### src/rtl/ct_fadd_pipe_sched_pkg.sv
// ----------------------------------------------------------------------------
// ct_fadd_pipe_sched_pkg
//   Shared definitions for the FADD pipe issue scheduler.
//   - requester id constants (scalar FP issue queue / vector element sequencer)
//   - per-stage occupancy entry {vld, id, tag}
//   - helper that kills a scalar entry when flush0 is asserted
//   Optional build macro used by this block: FADD_SCHED_RR_EN
// ----------------------------------------------------------------------------
package ct_fadd_pipe_sched_pkg;

  localparam int   FADD_TAG_W      = 7;

  localparam logic FADD_REQ_SCALAR = 1'b0;
  localparam logic FADD_REQ_VEC    = 1'b1;

  typedef struct packed {
    logic                  vld;
    logic                  id;
    logic [FADD_TAG_W-1:0] tag;
  } fadd_stage_t;

  localparam fadd_stage_t FADD_STAGE_EMPTY = '0;

  // Drops an entry that belongs to the scalar requester while flush0 is high.
  // Applied to next-state values so entries moving this cycle are covered too.
  function automatic fadd_stage_t fadd_kill_scalar(input fadd_stage_t entry,
                                                   input logic        flush);
    fadd_stage_t res;
    res = entry;
    if (flush && entry.vld && (entry.id == FADD_REQ_SCALAR)) begin
      res = FADD_STAGE_EMPTY;
    end
    return res;
  endfunction

endpackage

### src/rtl/ct_fadd_pipe_sched_if.sv
// ----------------------------------------------------------------------------
// ct_fadd_pipe_sched_if
//   Requester and writeback handshake bundle of the FADD pipe scheduler.
//   Ports (by modport):
//     master : drives req0/req1 valid+tag and wb_ready; sees readies and wb_*
//     slave  : the scheduler; sees requests and wb_ready; drives readies, wb_*
// ----------------------------------------------------------------------------
interface ct_fadd_pipe_sched_if #(
  parameter int TAG_W = 7
);

  logic             req0_vld;
  logic [TAG_W-1:0] req0_tag;
  logic             req0_ready;

  logic             req1_vld;
  logic [TAG_W-1:0] req1_tag;
  logic             req1_ready;

  logic             wb_ready;
  logic             wb_vld;
  logic             wb_id;
  logic [TAG_W-1:0] wb_tag;

  modport master (
    output req0_vld, req0_tag,
    output req1_vld, req1_tag,
    output wb_ready,
    input  req0_ready, req1_ready,
    input  wb_vld, wb_id, wb_tag
  );

  modport slave (
    input  req0_vld, req0_tag,
    input  req1_vld, req1_tag,
    input  wb_ready,
    output req0_ready, req1_ready,
    output wb_vld, wb_id, wb_tag
  );

endinterface

### src/rtl/ct_fadd_pipe_sched_arb.sv
// ----------------------------------------------------------------------------
// ct_fadd_sched_arb
//   Two-way issue arbiter for the FADD pipe.
//   Build macro FADD_SCHED_RR_EN:
//     defined   - round robin; a tie goes to the requester not granted last
//     undefined - fixed priority; requester 0 wins ties, no pointer state
//   Ports:
//     forever_cpuclk  clock (round-robin build only)
//     cpurst          synchronous active-high reset; also blocks grants
//     req0_vld        scalar requester valid
//     req1_vld        vector requester valid
//     flush0          scalar flush; the scalar requester cannot be accepted
//     s1_free         EX1 can take a new op this cycle
//     gnt0 / gnt1     accepted handshake for requester 0 / 1 (drives readies)
// ----------------------------------------------------------------------------
module ct_fadd_sched_arb
  import ct_fadd_pipe_sched_pkg::*;
(
`ifdef FADD_SCHED_RR_EN
  input  logic forever_cpuclk,
`endif
  input  logic cpurst,
  input  logic req0_vld,
  input  logic req1_vld,
  input  logic flush0,
  input  logic s1_free,
  output logic gnt0,
  output logic gnt1
);

  logic r0_eff;
  logic r1_eff;

  // A flushed scalar request is masked before arbitration so that a
  // concurrent vector request is accepted instead of stalling the slot.
  assign r0_eff = req0_vld & ~flush0 & ~cpurst;
  assign r1_eff = req1_vld & ~cpurst;

`ifdef FADD_SCHED_RR_EN
  logic rr_last;

  always_ff @(posedge forever_cpuclk) begin
    if (cpurst) begin
      rr_last <= FADD_REQ_VEC;
    end else if (gnt0) begin
      rr_last <= FADD_REQ_SCALAR;
    end else if (gnt1) begin
      rr_last <= FADD_REQ_VEC;
    end
  end

  always_comb begin
    gnt0 = 1'b0;
    gnt1 = 1'b0;
    if (s1_free) begin
      if (r0_eff && r1_eff) begin
        gnt0 = (rr_last == FADD_REQ_VEC);
        gnt1 = (rr_last == FADD_REQ_SCALAR);
      end else begin
        gnt0 = r0_eff;
        gnt1 = r1_eff;
      end
    end
  end
`else
  always_comb begin
    gnt0 = 1'b0;
    gnt1 = 1'b0;
    if (s1_free) begin
      gnt0 = r0_eff;
      gnt1 = r1_eff & ~r0_eff;
    end
  end
`endif

endmodule

### src/rtl/ct_fadd_pipe_sched.sv
// ----------------------------------------------------------------------------
// ct_fadd_pipe_sched
//   Issue scheduler for the shared scalar FADD pipe (EX1..EX3). Tracks stage
//   occupancy with requester id and tag, produces the stage pipedown enables
//   for the datapath and returns completed ops to writeback.
//   Build macro FADD_SCHED_RR_EN selects round-robin arbitration (default:
//   fixed priority, scalar requester first).
//   Ports:
//     forever_cpuclk  clock
//     cpurst          synchronous active-high reset, discards in-flight ops
//     sched_if        slave side: req0/req1 valid/tag/ready, wb_ready,
//                     wb_vld/wb_id/wb_tag
//     flush0          kill all in-flight scalar ops
//     ex1_src_sel     id of the op in EX1 (operand mux select)
//     ex1_pipedown    EX1->EX2 register enable
//     ex2_pipedown    EX2->EX3 register enable
//     ex3_pipedown    EX3 result consumed
//     busy            any stage valid
// ----------------------------------------------------------------------------
module ct_fadd_pipe_sched
  import ct_fadd_pipe_sched_pkg::*;
#(
  parameter int TAG_W = FADD_TAG_W
) (
  input  logic                    forever_cpuclk,
  input  logic                    cpurst,
  ct_fadd_pipe_sched_if.slave     sched_if,
  input  logic                    flush0,
  output logic                    ex1_src_sel,
  output logic                    ex1_pipedown,
  output logic                    ex2_pipedown,
  output logic                    ex3_pipedown,
  output logic                    busy
);

  fadd_stage_t      s1_q, s2_q, s3_q;
  fadd_stage_t      s1_nxt, s2_nxt, s3_nxt;
  logic             s1_free, s2_free, s3_free;
  logic             gnt0, gnt1;
  logic [TAG_W-1:0] acc_tag;

  // Elastic advance, resolved from the writeback end backwards.
  assign ex3_pipedown = s3_q.vld & sched_if.wb_ready;
  assign s3_free      = ~s3_q.vld | ex3_pipedown;
  assign ex2_pipedown = s2_q.vld & s3_free;
  assign s2_free      = ~s2_q.vld | ex2_pipedown;
  assign ex1_pipedown = s1_q.vld & s2_free;
  assign s1_free      = ~s1_q.vld | ex1_pipedown;

  ct_fadd_sched_arb u_arb (
`ifdef FADD_SCHED_RR_EN
    .forever_cpuclk (forever_cpuclk),
`endif
    .cpurst         (cpurst),
    .req0_vld       (sched_if.req0_vld),
    .req1_vld       (sched_if.req1_vld),
    .flush0         (flush0),
    .s1_free        (s1_free),
    .gnt0           (gnt0),
    .gnt1           (gnt1)
  );

  assign sched_if.req0_ready = gnt0;
  assign sched_if.req1_ready = gnt1;
  assign acc_tag             = gnt1 ? sched_if.req1_tag : sched_if.req0_tag;

  always_comb begin
    s3_nxt = s3_q;
    if (ex2_pipedown) begin
      s3_nxt = s2_q;
    end else if (s3_free) begin
      s3_nxt = FADD_STAGE_EMPTY;
    end

    s2_nxt = s2_q;
    if (ex1_pipedown) begin
      s2_nxt = s1_q;
    end else if (s2_free) begin
      s2_nxt = FADD_STAGE_EMPTY;
    end

    s1_nxt = s1_q;
    if (gnt0 | gnt1) begin
      s1_nxt.vld = 1'b1;
      s1_nxt.id  = gnt1 ? FADD_REQ_VEC : FADD_REQ_SCALAR;
      s1_nxt.tag = acc_tag;
    end else if (s1_free) begin
      s1_nxt = FADD_STAGE_EMPTY;
    end

    // A scalar entry stuck in EX3 under backpressure is dropped here as well.
    s1_nxt = fadd_kill_scalar(s1_nxt, flush0);
    s2_nxt = fadd_kill_scalar(s2_nxt, flush0);
    s3_nxt = fadd_kill_scalar(s3_nxt, flush0);
  end

  always_ff @(posedge forever_cpuclk) begin
    if (cpurst) begin
      s1_q <= FADD_STAGE_EMPTY;
      s2_q <= FADD_STAGE_EMPTY;
      s3_q <= FADD_STAGE_EMPTY;
    end else begin
      s1_q <= s1_nxt;
      s2_q <= s2_nxt;
      s3_q <= s3_nxt;
    end
  end

  assign sched_if.wb_vld = s3_q.vld & ~(flush0 & (s3_q.id == FADD_REQ_SCALAR));
  assign sched_if.wb_id  = s3_q.id;
  assign sched_if.wb_tag = s3_q.tag;
  assign ex1_src_sel     = s1_q.id;
  assign busy            = s1_q.vld | s2_q.vld | s3_q.vld;

endmodule

### src/flat_wrapper.sv
// flat-port wrapper written by rule: the top's interface ports become plain ports
module ct_fadd_pipe_sched_flat import ct_fadd_pipe_sched_pkg::*;
#(
  parameter int TAG_W = FADD_TAG_W
)
  (forever_cpuclk, cpurst, flush0, ex1_src_sel, ex1_pipedown, ex2_pipedown, ex3_pipedown, busy, sched_if_req0_vld, sched_if_req0_tag, sched_if_req1_vld, sched_if_req1_tag, sched_if_wb_ready, sched_if_req0_ready, sched_if_req1_ready, sched_if_wb_vld, sched_if_wb_id, sched_if_wb_tag);
  ct_fadd_pipe_sched_if #(.TAG_W(TAG_W)) sched_if_i ();
  input  logic forever_cpuclk;
  input  logic cpurst;
  input  logic flush0;
  output logic ex1_src_sel;
  output logic ex1_pipedown;
  output logic ex2_pipedown;
  output logic ex3_pipedown;
  output logic busy;
  input wire logic [$bits(sched_if_i.req0_vld)-1:0] sched_if_req0_vld;
  input wire logic [$bits(sched_if_i.req0_tag)-1:0] sched_if_req0_tag;
  input wire logic [$bits(sched_if_i.req1_vld)-1:0] sched_if_req1_vld;
  input wire logic [$bits(sched_if_i.req1_tag)-1:0] sched_if_req1_tag;
  input wire logic [$bits(sched_if_i.wb_ready)-1:0] sched_if_wb_ready;
  output wire logic [$bits(sched_if_i.req0_ready)-1:0] sched_if_req0_ready;
  output wire logic [$bits(sched_if_i.req1_ready)-1:0] sched_if_req1_ready;
  output wire logic [$bits(sched_if_i.wb_vld)-1:0] sched_if_wb_vld;
  output wire logic [$bits(sched_if_i.wb_id)-1:0] sched_if_wb_id;
  output wire logic [$bits(sched_if_i.wb_tag)-1:0] sched_if_wb_tag;
  assign sched_if_i.req0_vld = sched_if_req0_vld;
  assign sched_if_i.req0_tag = sched_if_req0_tag;
  assign sched_if_i.req1_vld = sched_if_req1_vld;
  assign sched_if_i.req1_tag = sched_if_req1_tag;
  assign sched_if_i.wb_ready = sched_if_wb_ready;
  assign sched_if_req0_ready = sched_if_i.req0_ready;
  assign sched_if_req1_ready = sched_if_i.req1_ready;
  assign sched_if_wb_vld = sched_if_i.wb_vld;
  assign sched_if_wb_id = sched_if_i.wb_id;
  assign sched_if_wb_tag = sched_if_i.wb_tag;
  ct_fadd_pipe_sched #(.TAG_W(TAG_W)) u_core (.forever_cpuclk(forever_cpuclk), .cpurst(cpurst), .sched_if(sched_if_i), .flush0(flush0), .ex1_src_sel(ex1_src_sel), .ex1_pipedown(ex1_pipedown), .ex2_pipedown(ex2_pipedown), .ex3_pipedown(ex3_pipedown), .busy(busy));
endmodule
### config.mk
export PLATFORM = sky130hd
export DESIGN_NAME = ct_fadd_pipe_sched_flat
export DESIGN_NICKNAME = d
export VERILOG_FILES = /design/src/rtl/ct_fadd_pipe_sched_pkg.sv /design/src/rtl/ct_fadd_pipe_sched_if.sv /design/src/rtl/ct_fadd_pipe_sched_arb.sv /design/src/rtl/ct_fadd_pipe_sched.sv /design/src/flat_wrapper.sv
export SDC_FILE = /design/constraint.sdc
export NUM_CORES = 1
export LEC_CHECK = 0
export ABC_AREA = 1
export BUFFER_PORTS_ARGS = -buffer_cell sky130_fd_sc_hd__buf_2
export CAP_MARGIN = 10
export CELL_PAD_IN_SITES_DETAIL_PLACEMENT = 0
export CELL_PAD_IN_SITES_GLOBAL_PLACEMENT = 1
export CORE_MARGIN = 3
export CORE_UTILIZATION = 36
export DETAILED_ROUTE_END_ITERATION = 7
export GPL_TIMING_DRIVEN = 1
export PLACE_DENSITY_LB_ADDON = 0.12
export SLEW_MARGIN = 20
export SYNTH_ARGS = -nofsm -noshare
export SYNTH_HDL_FRONTEND = slang
export SYNTH_SLANG_ARGS = --single-unit
export TNS_END_PERCENT = 20
### constraint.sdc
create_clock -name forever_cpuclk -period 1.7 [get_ports forever_cpuclk]
set_input_delay 0.425 -clock forever_cpuclk [delete_from_list [all_inputs] [get_ports forever_cpuclk]]
set_output_delay 0.425 -clock forever_cpuclk [all_outputs]
set_load 0.01 [all_outputs]
==> run_results.csv <==
group,metric,value,unit
flow_run,cap_violations,0,
synthesis,synthFlopType,"dfxtp_1",
timing,relSlewSlack,0.843,
worst_setup_path,start_kind,"flop",
worst_setup_path,rr_endpoint,"u_core.sched_if.wb_tag[3]",
pwr,powerDensity,692,nW/um^2
synthesis,syn_avg_cell_area,7.20,um^2
timing,fmax,608,MHz
global_routing,grt.overflow.total,0,
pwr,leakage,0.000779,uW
synthesis,synth_edf_count,0,
finish,regArea,547,um^2
finish,layout.cells.non_filler,276,
clock_network,cts_num_sinks,27,
clock_network,cts_buffers,3,
worst_setup_path,cp_common_cell,"nand2_4",
route,vias,1172,
global_routing,grt_antenna_before_repair,0,
worst_setup_path,cp_slowest_cell,"dfxtp_4",
clock_network,cts_hold_buffers,0,
timing,hold_violations,0,
synthesis,synth_commonest_cells,"35 x nand2_1, 32 x nor2_1, 29 x inv_1, 27 x dfxtp_1, 16 x nand3_1",
status,status,"finished clean",
synthesis,synthArstFlopShare,0,
global_routing,use_met3,0.0197,
min_path,hold_depth,2,
clock_network,path_clk_slew,90,ps
floorplanning,core,3520,um^2
route,vias_per_cell,4.25,
synthesis,synth_area_leaders,"dfxtp_1 39%, nand2_1 9.5%, nor2_1 8.7%",
synthesis,ys_warn_count,0,
global_routing,grt_max_degree,17,
worst_setup_path,required,1270,ps
worst_setup_path,critical_path_class,"flop to output pin",
timing,rsz0062_at_grt,"yes",
floorplanning,rows,21,
synthesis,synthMostInstantiatedCell,"nand2_1",
floorplanning,die_w,68.0,um
synthesis,synth-simple-area-share,0.359,
synthesis,yosysSeqAreaShare,0.391,
worst_setup_path,reg2reg_depth,8,
clock_network,cts_tree,"built",
global_routing,grt_use_total,0.131,
synthesis,synth-seq-cells,27,
floorplanning,start_util,0.393,
finish,multi_input_area,642,um^2
route,drt-total-wl,2670,um
worst_setup_path,critPathMaxFanout,7,
global_routing,busiest_layer,"met2",
placement,place.port_buffers,35,
worst_setup_path,critical_path.max_stage_delay,400,ps
synthesis,synth_top_family_by_area,"simple AND/OR/NAND/NOR gates",
min_path,worstHoldEndpoint,"u_core.s2_q[7]",
finish,antenna_cells,0,
finish,final_util,0.474,
synthesis,synthCells,192,
clock_network,root_buffer,"clkbuf_8",
placement,hpwlAfterDp,2160,um
route,antenna_left,0,
worst_setup_path,endpoint_kind,"output pin",
worst_setup_path,r2r-start,"u_core.s3_q[8]",
synthesis,ys_types,21,
floorplanning,ios,36,
pwr,ir_drop,272,uV
synthesis,yosys.area.top_type,"dfxtp_1",
synthesis,synth-xor-area-share,0,
synthesis,muxShareOfSynthArea,0,
synthesis,netlist_area,1380,um^2
synthesis,syn_nets,212,
clock_network,clk_path_buf_depth,2,
min_path,worstHoldPathType,"input port to flop",
global_routing,use_met2,0.218,
finish,final_nets,251,
clock_network,clk_latency,270,ps
placement,globalplace.congestion,0.730,
timing,fin_crit,1640,ps
floorplanning,die-area,4620,um^2
placement,placed_cells,268,
timing,setup_violations,0,
clock_network,h-tree-depth,1,
timing,tightest_slew,235,ps
synthesis,synth_fa_ha_area_frac,0,
timing,fin_skew,2.32,ps
worst_setup_path,worstPathArrival,1220,ps
worst_setup_path,cp_cell_sequence,"inv_6 -> nor2_8 -> nand2_4 -> nand2_4 -> inv_2 -> buf_6",
global_routing,grt_pass1_vias,1090,
finish,layout-drive-gt1-share,0.309,
floorplanning,die_h,68.0,um
timing,min_period_over_period,0.968,
route,drcViolationCount,0,
finish,n_fill_cell,402,
synthesis,synth_compound_area_frac,0.103,
finish,area_growth,20.7,%
global_routing,grt_pass1_wl,4650,um
timing,slew_violations,0,
route,wl_per_cell,9.67,um
min_path,worstHoldStart,"cpurst",
global_routing,grt_util_met1,0.166,
route,first_pass_iters,4,
synthesis,yosysTopAreaCellShare,0.391,
worst_setup_path,rrSetupSlack,310,ps
route,dr.first_iter.drc_count,66,
## cell type report
cell class	count	share of cell area
Clock buffer	3	0.0247
Clock inverter	1	0.00450
Inverter	32	0.0750
Multi-Input combinational cell	123	0.385
Sequential cell	27	0.328
Tap cell	46	0.0345
Timing Repair Buffer	44	0.149
## flip-flops by register name, indices dropped and copies added (netlist names)
name,count
u_core.s1_q,8
u_core.ex1_src_sel,1
u_core.s2_q,9
u_core.sched_if.wb_id,1
u_core.s3_q,1
u_core.sched_if.wb_tag,7
## critical path: cells and delay by family, from the launching register on
kind,cells,cell delay [ps]
simple gates,3,350
flops,1,400
buf+inv,3,200
## how the worst max path moves through the flow
stage,start,slack [ps],cells past startpoint,to
after global placement,flush0,120,7,sched_if_req0_ready
after floorplan,cpurst,200,5,sched_if_req1_ready
final,u_core.s3_q[8],60,6,ex1_pipedown
after global routing,u_core.s3_q[8],-6,6,ex1_pipedown
after detailed placement,sched_if_wb_ready,100,6,sched_if_req1_ready
after CTS,u_core.s3_q[8],4,6,ex1_pipedown
## where the power goes
| part | switching [uW] | internal [uW] |
|---|---|---|
| Combinational | 83.1 | 58.7 |
| Sequential | 6.64 | 641 |
| Clock | 199 | 166 |
| Total | 288 | 866 |
## layout by cell type, fill, tap and decap left out, types with 2 or more instances in the layout
cell and count:
nand2_1 35, buf_2 34, nor2_1 31, inv_1 28
dfxtp_1 24, nand3_1 16, a21oi_1 15, buf_4 9
o21ai_0 7, nand2_4 5, inv_2 3, nand2_2 3
clkbuf_8 3, nor2_2 2, nor2_8 2, dfxtp_2 2
## layer usage
metal / part of all wire / wire [um]
met3: 0.052 / 140
met2: 0.43 / 1140
met4: 0.013 / 34
met5: 0 / 0
met1: 0.51 / 1350
## metrics by stage
| step | setup TNS [ps] | area (um^2) | power, uW | setup slack, ps | hold WS (ps) |
|---|---|---|---|---|---|
| floorplan | 0 | 1380 | 748 | 199 | 439 |
| global placement | 0 | 1570 | 797 | 120 | 447 |
| detailed placement | 0 | 1570 | 801 | 104 | 450 |
| CTS | 0 | 1620 | 1160 | 4.42 | 338 |
| global route | -6.00 | 1670 | 1210 | -6.00 | 343 |
| finish | 0 | 1670 | 1150 | 55.0 | 343 |
## cell families (layout without fill, tap and decap cells)
group	count (synthesis)	in the layout
buffers and inverters	42	80
and+or+nand+nor	98	98
DFF	27	27
AOI/OAI and AO/OA	25	25
## repair_timing
item,CTS,global route
buffers inserted,0,4
endpoints found under the setup margin,2,3
hold endpoints to repair,0,0
pin swaps,0,3
resized for setup,2,7
(Power assumes the default switching activity.)
